--- src/rtl/sb_pkg.sv ---
// Shared types and constants for the store buffer: entry layout, FSM states, count-width helper.
package sb_pkg;

    localparam int unsigned WORD_BYTES  = 4;
    localparam int unsigned DATA_W      = WORD_BYTES * 8;
    localparam int unsigned ADDR_MAX_W  = 64;
    localparam int unsigned WORD_ADDR_W = ADDR_MAX_W - 2;

    typedef enum logic {
        IDLE,
        DRAIN
    } sb_state_e;

    // Word address is zero-extended into a fixed-width field so the struct is AW-independent.
    typedef struct packed {
        logic [WORD_ADDR_W-1:0] addr;
        logic [DATA_W-1:0]      data;
        logic [WORD_BYTES-1:0]  be;
        logic                   valid;
    } sb_entry_t;

    function automatic int unsigned sb_cnt_w(input int unsigned depth);
        return $clog2(depth + 1);
    endfunction

endpackage

--- src/rtl/sb_fwd_merge.sv ---
// Per-lane age-priority merge of buffered stores matching a load word address.
// Compiled only when STORE_FWD_EN is defined (the only build that instantiates it).
`ifdef STORE_FWD_EN
module sb_fwd_merge
    import sb_pkg::*;
#(
    parameter int unsigned DEPTH = 4
) (
    input  sb_entry_t                entries_i [DEPTH],
    input  logic [$clog2(DEPTH)-1:0] head_i,
    input  logic [WORD_ADDR_W-1:0]   ld_word_i,
    output logic [DATA_W-1:0]        fwd_data_o,
    output logic [WORD_BYTES-1:0]    fwd_be_o,
    output logic                     hit_o
);

    localparam int unsigned PTR_W = $clog2(DEPTH);

    logic [PTR_W-1:0] idx_c;

    // Walk oldest to youngest so younger entries overwrite older lanes.
    always_comb begin
        fwd_data_o = '0;
        fwd_be_o   = '0;
        hit_o      = 1'b0;
        idx_c      = head_i;
        for (int unsigned i = 0; i < DEPTH; i++) begin
            idx_c = head_i + PTR_W'(i);
            if (entries_i[idx_c].valid && (entries_i[idx_c].addr == ld_word_i)) begin
                hit_o = 1'b1;
                for (int unsigned b = 0; b < WORD_BYTES; b++) begin
                    if (entries_i[idx_c].be[b]) begin
                        fwd_be_o[b]          = 1'b1;
                        fwd_data_o[8*b +: 8] = entries_i[idx_c].data[8*b +: 8];
                    end
                end
            end
        end
    end

endmodule
`endif

--- src/rtl/store_buffer.sv ---
// In-order posted-write buffer with memory drain, load conflict/forwarding and flush.
// Define STORE_FWD_EN to enable byte forwarding from buffered stores to loads.
module store_buffer
    import sb_pkg::*;
#(
    parameter int unsigned DEPTH = 4,
    parameter int unsigned AW    = 32
) (
    input  logic                         clk,
    input  logic                         reset,
    input  logic                         st_valid,
    output logic                         st_ready,
    input  logic [AW-1:0]                st_addr,
    input  logic [31:0]                  st_data,
    input  logic [3:0]                   st_be,
    output logic                         mem_valid,
    input  logic                         mem_ready,
    output logic [AW-1:0]                mem_addr,
    output logic [31:0]                  mem_wdata,
    output logic [3:0]                   mem_be,
    input  logic [AW-1:0]                ld_addr,
    input  logic [3:0]                   ld_be,
    output logic                         ld_conflict,
    output logic [31:0]                  fwd_data,
    output logic [3:0]                   fwd_be,
    input  logic                         flush,
    output logic                         flush_done,
    output logic [sb_cnt_w(DEPTH)-1:0]   count,
    output logic                         empty,
    output logic                         full
);

    localparam int unsigned PTR_W = $clog2(DEPTH);
    localparam int unsigned CNT_W = sb_cnt_w(DEPTH);

    sb_entry_t              entries_q [DEPTH];
    logic [PTR_W-1:0]       head_q;
    logic [PTR_W-1:0]       tail_q;
    logic [CNT_W-1:0]       count_q;
    sb_state_e              state_q;
    logic                   enq_c;
    logic                   deq_c;
    logic [WORD_ADDR_W-1:0] ld_word_c;
    logic                   unused_addr_lsb;

    assign unused_addr_lsb = ^{st_addr[1:0], ld_addr[1:0]};

    assign count      = count_q;
    assign full       = (count_q == CNT_W'(DEPTH));
    assign empty      = (count_q == '0);
    assign st_ready   = !full && (state_q == IDLE);
    assign enq_c      = st_valid && st_ready && (st_be != '0);
    assign mem_valid  = !empty;
    assign deq_c      = mem_valid && mem_ready;
    assign flush_done = (state_q == DRAIN) && empty;
    assign ld_word_c  = WORD_ADDR_W'(ld_addr[AW-1:2]);

    assign mem_addr  = {entries_q[head_q].addr[AW-3:0], 2'b00};
    assign mem_wdata = entries_q[head_q].data;
    assign mem_be    = entries_q[head_q].be;

    // Queue storage, pointers, occupancy and flush FSM.
    always_ff @(posedge clk) begin
        if (reset) begin
            head_q  <= '0;
            tail_q  <= '0;
            count_q <= '0;
            state_q <= IDLE;
            for (int unsigned i = 0; i < DEPTH; i++) begin
                entries_q[i] <= '0;
            end
        end else begin
            if (enq_c) begin
                entries_q[tail_q] <= '{addr:  WORD_ADDR_W'(st_addr[AW-1:2]),
                                       data:  st_data,
                                       be:    st_be,
                                       valid: 1'b1};
                tail_q <= tail_q + PTR_W'(1);
            end
            if (deq_c) begin
                entries_q[head_q].valid <= 1'b0;
                head_q <= head_q + PTR_W'(1);
            end
            case ({enq_c, deq_c})
                2'b10:   count_q <= count_q + CNT_W'(1);
                2'b01:   count_q <= count_q - CNT_W'(1);
                default: count_q <= count_q;
            endcase
            case (state_q)
                IDLE:    if (flush) state_q <= DRAIN;
                DRAIN:   if (empty) state_q <= IDLE;
                default: state_q <= IDLE;
            endcase
        end
    end

`ifdef STORE_FWD_EN
    logic hit_c;

    sb_fwd_merge #(
        .DEPTH (DEPTH)
    ) u_fwd_merge (
        .entries_i  (entries_q),
        .head_i     (head_q),
        .ld_word_i  (ld_word_c),
        .fwd_data_o (fwd_data),
        .fwd_be_o   (fwd_be),
        .hit_o      (hit_c)
    );

    // Stall only when some requested lane cannot be supplied by the buffer.
    assign ld_conflict = hit_c && ((ld_be & ~fwd_be) != '0);
`else
    assign fwd_data = '0;
    assign fwd_be   = '0;

    // Without forwarding any overlapping buffered byte forces a stall.
    always_comb begin
        ld_conflict = 1'b0;
        for (int unsigned i = 0; i < DEPTH; i++) begin
            if (entries_q[i].valid && (entries_q[i].addr == ld_word_c) &&
                ((entries_q[i].be & ld_be) != '0)) begin
                ld_conflict = 1'b1;
            end
        end
    end
`endif

endmodule

--- config.mk ---
export PLATFORM = sky130hd
export DESIGN_NAME = store_buffer
export DESIGN_NICKNAME = d
export VERILOG_FILES = /design/src/rtl/sb_pkg.sv /design/src/rtl/sb_fwd_merge.sv /design/src/rtl/store_buffer.sv
export SDC_FILE = /design/constraint.sdc
export NUM_CORES = 1
export LEC_CHECK = 0
export ABC_AREA = 1
export BUFFER_PORTS_ARGS = -buffer_cell sky130_fd_sc_hd__buf_2
export CAP_MARGIN = 10
export CORE_MARGIN = 1.5
export CORE_UTILIZATION = 50
export CTS_CLUSTER_DIAMETER = 150
export DETAILED_ROUTE_END_ITERATION = 7
export HOLD_SLACK_MARGIN = 0.02
export PLACE_DENSITY = 0.81
export SYNTH_ARGS = -nofsm -noshare
export SYNTH_HDL_FRONTEND = slang
export SYNTH_SLANG_ARGS = --single-unit
--- constraint.sdc ---
create_clock -name clk -period 3.9 [get_ports clk]
set_input_delay 0 -clock clk [delete_from_list [all_inputs] [get_ports clk]]
set_output_delay 0 -clock clk [all_outputs]
set_load 0.005 [all_outputs]
==> impl_results.rst, run 1 <==
.. list-table::
   :header-rows: 1

   * - Metric
     - Value
   * - Slew @ Worst Pin
     - approximately 1.1 ns
   * - Category of the worst setup path launch point
     - flip-flop
   * - Part of the Yosys area used for sequential elements
     - 58.1%
   * - I/O pin cnt
     - 222
   * - Cell types with the largest area share after synthesis
     - sky130_fd_sc_hd__edfxtp_1 56%, sky130_fd_sc_hd__nor2_1 11%, sky130_fd_sc_hd__o21ai_0 6.4%
   * - Cell depth of the worst flop-to-flop path
     - 9
   * - Required time at the worst-slack endpoint
     - between 3 and 4 ns
   * - Crit path time final
     - 2.77 ns
   * - Maximum vdd ir drop
     - between 400 and 500 uV
   * - Number of design rule violations left after detail routing
     - 0
   * - Num CTS Buffers
     - 29
   * - Post-placement worst setup slack
     - 1.35 ns
   * - Vias after detailed routing
     - 12.1k
   * - Sink Count
     - 278
   * - Area leader, netlist
     - sky130_fd_sc_hd__edfxtp_1
   * - Critical path buffers and inverters
     - 3
   * - Total detailed-routing wirelength
     - roughly 43 mm
   * - Number of post-CTS setup repair buffers
     - 0
   * - Worst hold endpoint
     - entries_q[3][0]
   * - Width of the die
     - between 150 and 200 um
   * - Syn-to-layout area delta
     - 19.2%
   * - Startpoint of the worst register-to-register path
     - count[0]
   * - Number of gates resized after cts
     - 0
   * - Slowest stage delay, CP
     - 0.65 ns
   * - Maximum number of pins on one net before global-route repair
     - 86
   * - Placer Congestion
     - 0.972
   * - Estimated wirelength of the detail-placed design
     - between 20 and 30 mm
   * - Outcome
     - finished, final reports clean
   * - Wire length of the first global-routing pass
     - 63.3 mm
   * - Die area
     - 29300 um2
   * - Depth of the worst hold-timing path
     - 6
   * - Core ar.
     - 27800 um2
   * - Unrepaired setup endpoints after global routing
     - no
   * - Util after Layout
     - 60.6%
   * - Die boundary height
     - 171 um
   * - Top achievable clock speed
     - 361 MHz
   * - Yosys top cell area share
     - 56.1%
   * - Power density cells
     - around 560 nW/um2
   * - Number of I/O port buffers
     - 179
   * - TritonCTS clock tree
     - built
   * - Instance count after placement with tap cells included
     - 2086
   * - Placement-stage cell area
     - approximately 15000 um2
   * - Setup TNS
     - 0 ns
   * - Final setup violation count
     - 0
   * - Remaining antenna violation count
     - 0
   * - Share of post-route cells with drive strength above 1
     - 15.8%
   * - Post-synthesis register bit count
     - roughly 280
   * - Critical path class
     - reg2out
   * - Class of the worst hold path
     - in2reg
   * - Average size of a mapped cell
     - 8.92 um2
   * - Number of unique standard cell types used by synthesis
     - 34
   * - Per-cell via count in the routed design
     - about 5.5
   * - Number of buffers inserted for hold repair after clock tree synthesis
     - 69
   * - Routed wire length per instance
     - 19.3 um
   * - Clock insertion delay at the later pin of the skew report
     - 0.55 ns
   * - Data arrival time of the critical path
     - around 2.8 ns
   * - Number of standard cells in the final layout excluding fillers
     - 2210
   * - Post-CTS clock slew at the launch and capture registers of the worst setup and hold paths
     - 0.06 ns
   * - Warnings from Yosys
     - 0
   * - Maximum fanout along the worst path
     - 85
   * - Slowest CP cell
     - sky130_fd_sc_hd__inv_4
   * - Tot GR Track Use
     - 28.9%
   * - Maximum number of buffers from clock root to sink
     - 3
   * - P_leak
     - 7.45 nW
   * - Initial cell density of the core
     - 50.9%
   * - Number of hold-slack violations in the final timing report
     - 0
   * - Worst-case setup margin in the final layout
     - 1.13 ns
   * - Iteration-0 DRC count of the detailed router
     - between 1k and 1.5k
   * - Max transition margin
     - 26.3%
   * - Leftover overflow at the end of global routing
     - 0
   * - Drt first pass iters
     - 5
   * - Antenna violations before repair
     - 1
   * - Final nets
     - 1923
   * - Post-Synthesis Cell Area
     - ~14000 um2
   * - Reg2reg setup slack
     - roughly 1.2 ns
   * - Total count of max-transition violations in the final report
     - 0
   * - Final Instance Area
     - 16800 um2
   * - FF-to-FF End
     - entries_q[0][25]
   * - Cell at the root of the clock tree
     - sky130_fd_sc_hd__clkbuf_16
   * - Number of core rows
     - 61
   * - Hold path startpoint
     - st_valid
   * - Nature of the critical path endpoint
     - primary output
   * - Gate Count Post-Synth
     - 1585
   * - Sequence of cells on the critical path
     - inv_4 > buf_4 > o21ai_0 > o22ai_1 > buf_2
   * - Family with the most delay on the worst path
     - buffers and inverters
   * - H-Tree Level Count
     - 1
   * - Via count of the first global-routing pass
     - 11.5k
   * - Post-route clock skew
     - 0.0129 ns
   * - Tcrit/Tclk final
     - 71.0%
   * - Number of maximum-capacitance violations
     - 0
flip-flops by register name, summed over array words and instances, names as in the netlist, named ones only:
signal and count:
count 3, entries_q 268, head_q 2, state_q 1, tail_q 2
layer usage:
metal  up-vias  routed length (um)  global-route usage, %
met1      5736               16500                   37.0
met3       116                4040                   4.81
met4         2                1630                   11.3
met2       664               20400                   49.0
li1       5568                   -                      -
met5         -                  13                      0
how the worst max path moves through the flow:
stage                         start                to  slack (ns)  cells past startpoint
after floorplan            count[1]  entries_q[2][10]        0.79                     10
after global placement     count[1]  entries_q[1][10]        1.43                      9
after detailed placement   count[0]  entries_q[0][18]        1.35                      9
after CTS                 flip-flop     mem_wdata[12]        1.08                      5
after global routing      flip-flop     mem_wdata[12]        0.94                      5
final                     flip-flop     mem_wdata[12]        1.13                      5
cell type report:
| class | instances | area [um2] |
|---|---|---|
| Timing Repair Buffer | 265 | 1750 |
| Tap cell | 378 | 473 |
| Fill cell | 2361 | 10900 |
| Clock buffer | 32 | 757 |
| Antenna cell | 1 | 2.50 |
| Multi-Input combinational cell | 1065 | 4820 |
| Sequential cell | 278 | 8210 |
| Clock inverter | 22 | 191 |
| Inverter | 169 | 638 |
metrics by stage:
stage,power [W],hold slack (ns)
final,0.00947,0.0572
after global routing,0.00990,0.101
after CTS,0.00943,0.0433
after detailed placement,0.00664,0.224
after global placement,0.00657,0.216
after floorplan,0.00549,0.0724
where the power goes:
| part | internal (W) | switching [W] |
|---|---|---|
| clock | 0.00159 | 0.00118 |
| combinational | 0.000959 | 0.00180 |
| sequential | 0.00369 | 0.000250 |
synthesized netlist by cell type (all sizes together):
cell    instances
a21boi          1
a21oi          55
a22oi           3
buf            68
clkbuf         42
conb            1
dfxtp          14
edfxtp        264
fa              1
ha              5
inv           169
nand2         226
nand3          16
nand3b          1
nand4           1
nor2          445
nor3            5
o211ai          2
o21a            1
o21ai         182
o21bai          1
o22ai          48
or2             4
xnor2          16
xor2           14
cells by family (layout without fill, tap and decap cells):
kind of cell	after synthesis	count (layout)	synth area share, %
DFF	278	278	58.1
buffers and inverters	279	488	8.97
adders and majority gates	6	6	0.584
other	1	39	0.0265
AOI/OAI and AO/OA	293	293	11.0
and+or+nand+nor	698	698	19.5
xor gates and xnor gates	30	30	1.86
layout by cell type, fill, tap and decap left out, types with 4 or more instances in the layout:
cell type	Yosys	final
sky130_fd_sc_hd__a21oi_1	55	55
sky130_fd_sc_hd__buf_2	23	179
sky130_fd_sc_hd__buf_4	39	14
sky130_fd_sc_hd__clkbuf_16	0	29
sky130_fd_sc_hd__clkinv_1	0	7
sky130_fd_sc_hd__clkinv_2	0	9
sky130_fd_sc_hd__conb_1	1	38
sky130_fd_sc_hd__dfxtp_1	14	12
sky130_fd_sc_hd__dlygate4sd3_1	0	69
sky130_fd_sc_hd__edfxtp_1	264	264
sky130_fd_sc_hd__ha_1	5	5
sky130_fd_sc_hd__inv_1	166	163
sky130_fd_sc_hd__inv_2	3	4
sky130_fd_sc_hd__nand2_1	222	219
sky130_fd_sc_hd__nand2_4	1	4
sky130_fd_sc_hd__nand3_1	15	15
sky130_fd_sc_hd__nor2_1	418	418
sky130_fd_sc_hd__nor2_2	25	25
sky130_fd_sc_hd__nor3_1	5	5
sky130_fd_sc_hd__o21ai_0	181	181
sky130_fd_sc_hd__o22ai_1	48	48
sky130_fd_sc_hd__or2_2	4	4
sky130_fd_sc_hd__xnor2_1	16	16
sky130_fd_sc_hd__xor2_1	14	14
worst min-delay path: stages:
cell	delay, ns
sky130_fd_sc_hd__buf_2	0.09
sky130_fd_sc_hd__nand2_1	0.10
sky130_fd_sc_hd__nor2_4	0.06
sky130_fd_sc_hd__o211ai_1	0.10
sky130_fd_sc_hd__nand2_1	0.06
sky130_fd_sc_hd__a21boi_0	0.15
Note: power is estimated with default switching activity, not from simulation.
==> run 2: changes to the inputs <==
--- a/config.mk
+++ b/config.mk
@@ -5,7 +5,7 @@
 export SDC_FILE = /design/constraint.sdc
 export NUM_CORES = 1
 export LEC_CHECK = 0
-export ABC_AREA = 1
+export ABC_AREA = 0
 export BUFFER_PORTS_ARGS = -buffer_cell sky130_fd_sc_hd__buf_2
 export CAP_MARGIN = 10
 export CORE_MARGIN = 1.5
==> constraint.sdc (replaced) <==
create_clock -name clk -period 2.8 [get_ports clk]
set_input_delay 0 -clock clk [delete_from_list [all_inputs] [get_ports clk]]
set_output_delay 0 -clock clk [all_outputs]
set_load 0.005 [all_outputs]
==> run 2 against run 1 <==
Against the previous run:
- worst setup slack got worse by 0.66 ns
- hold slack improved by 0.050 ns
- area after synthesis down 2.5%
- clock power grew 49%
- critical path depth shrank 2
- sequential share of layout area is 0.60 points higher
- final cell count shrank 30%
- clock skew is 0.0018 ns lower
- critical path type unchanged
- largest cell class unchanged
- largest power group unchanged
==> impl_results.rst, run 2 <==
.. list-table::
   :header-rows: 1

   * - Metric
     - Value
   * - Outcome
     - finished, final reports clean
   * - Post-CTS clock slew at the launch and capture registers of the worst setup and hold paths
     - 0.06 ns (about the same)
   * - Clock share of power
     - 33.2% (+3.9 points)
   * - Remaining antenna violation count
     - 0 (unchanged)
   * - Total count of max-transition violations in the final report
     - 0 (unchanged)
   * - Post-route clock skew
     - 0.0110 ns (-0.00181 ns)
   * - Reg with most FFs
     - entries_q
   * - Depth of the worst hold-timing path
     - 5 (-1)
   * - Die boundary height
     - 169 um (-1.2%)
   * - Data arrival time of the critical path
     - 2.33 ns (-0.44 ns)
   * - Layout fillers
     - 2045 (-13%)
   * - Estimated wirelength of the detail-placed design
     - 21.7 mm (-18%)
   * - Internal portion of total power
     - 0.00902 W (+45%)
   * - Startpoint of the worst register-to-register path
     - count[2]
   * - Tcrit/Tclk final
     - 83.1%
   * - Number of core rows
     - 60 (-1.6%)
   * - Placer Congestion
     - 0.909 (-6.5%)
   * - Leading register cell type out of synthesis
     - sky130_fd_sc_hd__edfxtp_1
   * - Share of post-route cells with drive strength above 1
     - 26.4% (+11 points)
   * - Number of enable-type register cells in the synthesized netlist
     - 264 (unchanged)
   * - Gate Count Post-Synth
     - 953 (-40%)
   * - Critical path class
     - reg2out
   * - Cell types with the largest area share after synthesis
     - sky130_fd_sc_hd__edfxtp_1 58%, sky130_fd_sc_hd__and2_1 12%, sky130_fd_sc_hd__mux4_2 11%
   * - Leftover overflow at the end of global routing
     - 0 (unchanged)
   * - Post-synthesis register bit count
     - 278 (unchanged)
   * - Area leader, netlist
     - sky130_fd_sc_hd__edfxtp_1
   * - Warnings from Yosys
     - 0 (unchanged)
   * - Post-placement worst setup slack
     - 0.486 ns (-0.862 ns)
   * - Crit path time final
     - 2.33 ns
   * - NetSw
     - 0.00338 W (+4.6%)
   * - Maximum vdd ir drop
     - 569 uV (+35%)
   * - Worst-case setup margin in the final layout
     - 0.472 ns (-0.658 ns)
   * - Number of design rule violations left after detail routing
     - 0 (unchanged)
   * - Number of hold-slack violations in the final timing report
     - 0 (unchanged)
   * - Wire length of the first global-routing pass
     - 51.1 mm (-19%)
   * - Average size of a mapped cell
     - 14.5 um2 (+62%)
   * - Part of the Yosys area used for sequential elements
     - 59.5% (+1.5 points)
   * - Vias after detailed routing
     - 8437 (-30%)
   * - Tot GR Track Use
     - 23.9% (-4.9 points)
   * - Slew @ Worst Pin
     - 0.795 ns (-0.310 ns)
   * - Final Hold Slack
     - 0.107 ns (+0.0500 ns)
   * - Num CTS Buffers
     - 31 (+6.9%)
   * - Yosys top cell area share
     - 57.5% (+1.4 points)
   * - Class of the worst hold path
     - in2reg
   * - Most common cell after layout, fill and taps aside
     - sky130_fd_sc_hd__and2_1
   * - Antenna violations before repair
     - 1 (unchanged)
   * - Via count of the first global-routing pass
     - 8771 (-24%)
   * - Relative contribution of sequential cells to total power
     - 43.3% (+1.7 points)
   * - Total detailed-routing wirelength
     - 34.0 mm (-20%)
   * - Number of I/O port buffers
     - 179 (unchanged)
   * - Fraction of registers with async set or reset after synthesis
     - 0% (unchanged)
   * - Core ar.
     - 27000 um2 (-2.7%)
   * - Number of unique standard cell types used by synthesis
     - 37 (+8.8%)
   * - Top achievable clock speed
     - 430 MHz
   * - Switching share of total power
     - 27.3% (-6.8 points)
   * - Sink Count
     - 278 (unchanged)
   * - Die area
     - 28600 um2 (-2.4%)
   * - Most numerous cell types in the synthesized netlist
     - 265 x sky130_fd_sc_hd__and2_1, 264 x sky130_fd_sc_hd__edfxtp_1, 99 x sky130_fd_sc_hd__xnor2_1, 66 x sky130_fd_sc_hd__mux4_2, 50 x sky130_fd_sc_hd__clkbuf_1
   * - Worst hold endpoint
     - tail_q[0]
   * - H-Tree Level Count
     - 1 (unchanged)
   * - Category of the worst setup path launch point
     - flip-flop
   * - Commonest cells after routing, fill and taps aside
     - 265 x sky130_fd_sc_hd__and2_1, 264 x sky130_fd_sc_hd__edfxtp_1, 179 x sky130_fd_sc_hd__buf_2, 99 x sky130_fd_sc_hd__xnor2_1, 71 x sky130_fd_sc_hd__dlygate4sd3_1
   * - Setup TNS
     - 0 ns (unchanged)
   * - Cell depth of the worst flop-to-flop path
     - 9 (unchanged)
   * - Clock insertion delay at the later pin of the skew report
     - 0.56 ns (about the same)
   * - Cell at the root of the clock tree
     - sky130_fd_sc_hd__clkbuf_16
   * - P_leak
     - 6.32 nW (-15%)
   * - Initial cell density of the core
     - 51.0% (+0.12 points)
   * - Top-count cell post-synth
     - sky130_fd_sc_hd__and2_1
   * - Nature of the critical path endpoint
     - primary output
   * - Maximum fanout along the worst path
     - 27 (-68%)
   * - Final nets
     - 1301 (-32%)
   * - Tot Pwr
     - 0.0124 W (+31%)
   * - Routed wire length per instance
     - 21.9 um (+14%)
   * - Drt first pass iters
     - 5 (unchanged)
   * - Width of the die
     - 169 um (-1.2%)
   * - Maximum number of buffers from clock root to sink
     - 3 (unchanged)
   * - Maximum number of pins on one net before global-route repair
     - 68 (-21%)
   * - Syn-to-layout area delta
     - 20.8%
   * - Iteration-0 DRC count of the detailed router
     - 838 (-39%)
   * - Reg2reg setup slack
     - 0.48 ns (-0.75 ns)
   * - Max transition margin
     - 47.0% (+21 points)
   * - I/O pin cnt
     - 222 (unchanged)
   * - Power density cells
     - 745 nW/um2 (+32%)
   * - Flip-flop count of the largest register, all copies and words added
     - 268 (unchanged)
   * - Per-cell via count in the routed design
     - 5.43 (-0.79%)
   * - Unrepaired setup endpoints after global routing
     - no
   * - Post-Synthesis Cell Area
     - 13800 um2 (-2.5%)
   * - Hold path startpoint
     - st_valid
   * - Number of maximum-capacitance violations
     - 0 (unchanged)
   * - TritonCTS clock tree
     - built
   * - Number of gates resized after cts
     - 0 (unchanged)
   * - Required time at the worst-slack endpoint
     - 2.80 ns (-1.10 ns)
   * - FF-to-FF End
     - count[2]
   * - Part of the power in combinational logic
     - 23.5% (-5.7 points)
   * - Final setup violation count
     - 0 (unchanged)
==> run 2: metal layers <==
layer  track usage, %  vias to the layer above  wire (um)
li1                 -                     3823          -
met1             31.0                     4208      13400
met2             41.3                      347      17000
met3             4.68                       59       2680
met4             6.85                        0        912
met5                0                        -          0
==> run 2: cell type report <==
cell class                 instances  area, um2  share of cell area, %
timing repair buffer             269       1840                   11.0
multi-input combinational        595       5090                   30.6
tap                              341        427                   2.56
inverter                          11       41.3                  0.248
clock buffer                      37        798                   4.80
antenna                            3       7.51                 0.0451
clock inverter                    21        234                   1.41
sequential                       278       8220                   49.3
==> run 2: cells by family after synthesis <==
| group | Yosys count | share of synthesized area (%) |
|---|---|---|
| multiplexers | 66 | 10.8 |
| buffers and inverters | 117 | 4.68 |
| XOR/XNOR | 123 | 7.82 |
| flip-flops | 278 | 59.5 |
| adder cells (fa/ha/maj) | 6 | 0.599 |
| AO/OA/AOI/OAI | 25 | 1.21 |
| other | 1 | 0.0272 |
| AND/OR/NAND/NOR | 337 | 15.3 |
==> run 2: per-stage QoR <==
| stage | instance area (um2) | instances | utilization [%] |
|---|---|---|---|
| 6_report | 16600 | 1555 | 61.6 |
| 3_3_place_gp | 14900 | 1423 | 55.1 |
| 3_5_place_dp | 14900 | 1423 | 55.1 |
| 5_1_grt | 16600 | 1553 | 61.6 |
| 4_1_cts | 16600 | 1552 | 61.6 |
| 2_1_floorplan | 13900 | 990 | - |
==> run 2: worst max-delay path, stage by stage, from the launching register on <==
cell	delay, ns
sky130_fd_sc_hd__dfxtp_4	0.73
sky130_fd_sc_hd__buf_4	0.33
sky130_fd_sc_hd__mux4_2	0.57
sky130_fd_sc_hd__buf_2	0.15
==> run 2: how the worst max path moves through the flow <==
stage | start | end | cells after the start
global route | count[2] | count[2] | 9
floorplan | count[2] | entries_q[0][10] | 5
detailed placement | count[2] | count[2] | 9
global placement | count[2] | count[2] | 9
finish | flip-flop | mem_addr[18] | 3
CTS | flip-flop | mem_addr[9] | 3
==> run 2: power by group through the flow <==
stage / clock network (W) / registers (W) / logic [W]
4_1_cts: 0.00416 / 0.00537 / 0.00294
3_5_place_dp: 0 / 0.00546 / 0.00283
2_1_floorplan: 0 / 0.00524 / 0.00188
6_report: 0.00412 / 0.00536 / 0.00291
3_3_place_gp: 0 / 0.00543 / 0.00279
5_1_grt: 0.00432 / 0.00542 / 0.00313
==> run 2: timing repair <==
item,CTS,global route
endpoints found under the hold margin,278,0
hold buffers,71,0
buffers inserted,0,0
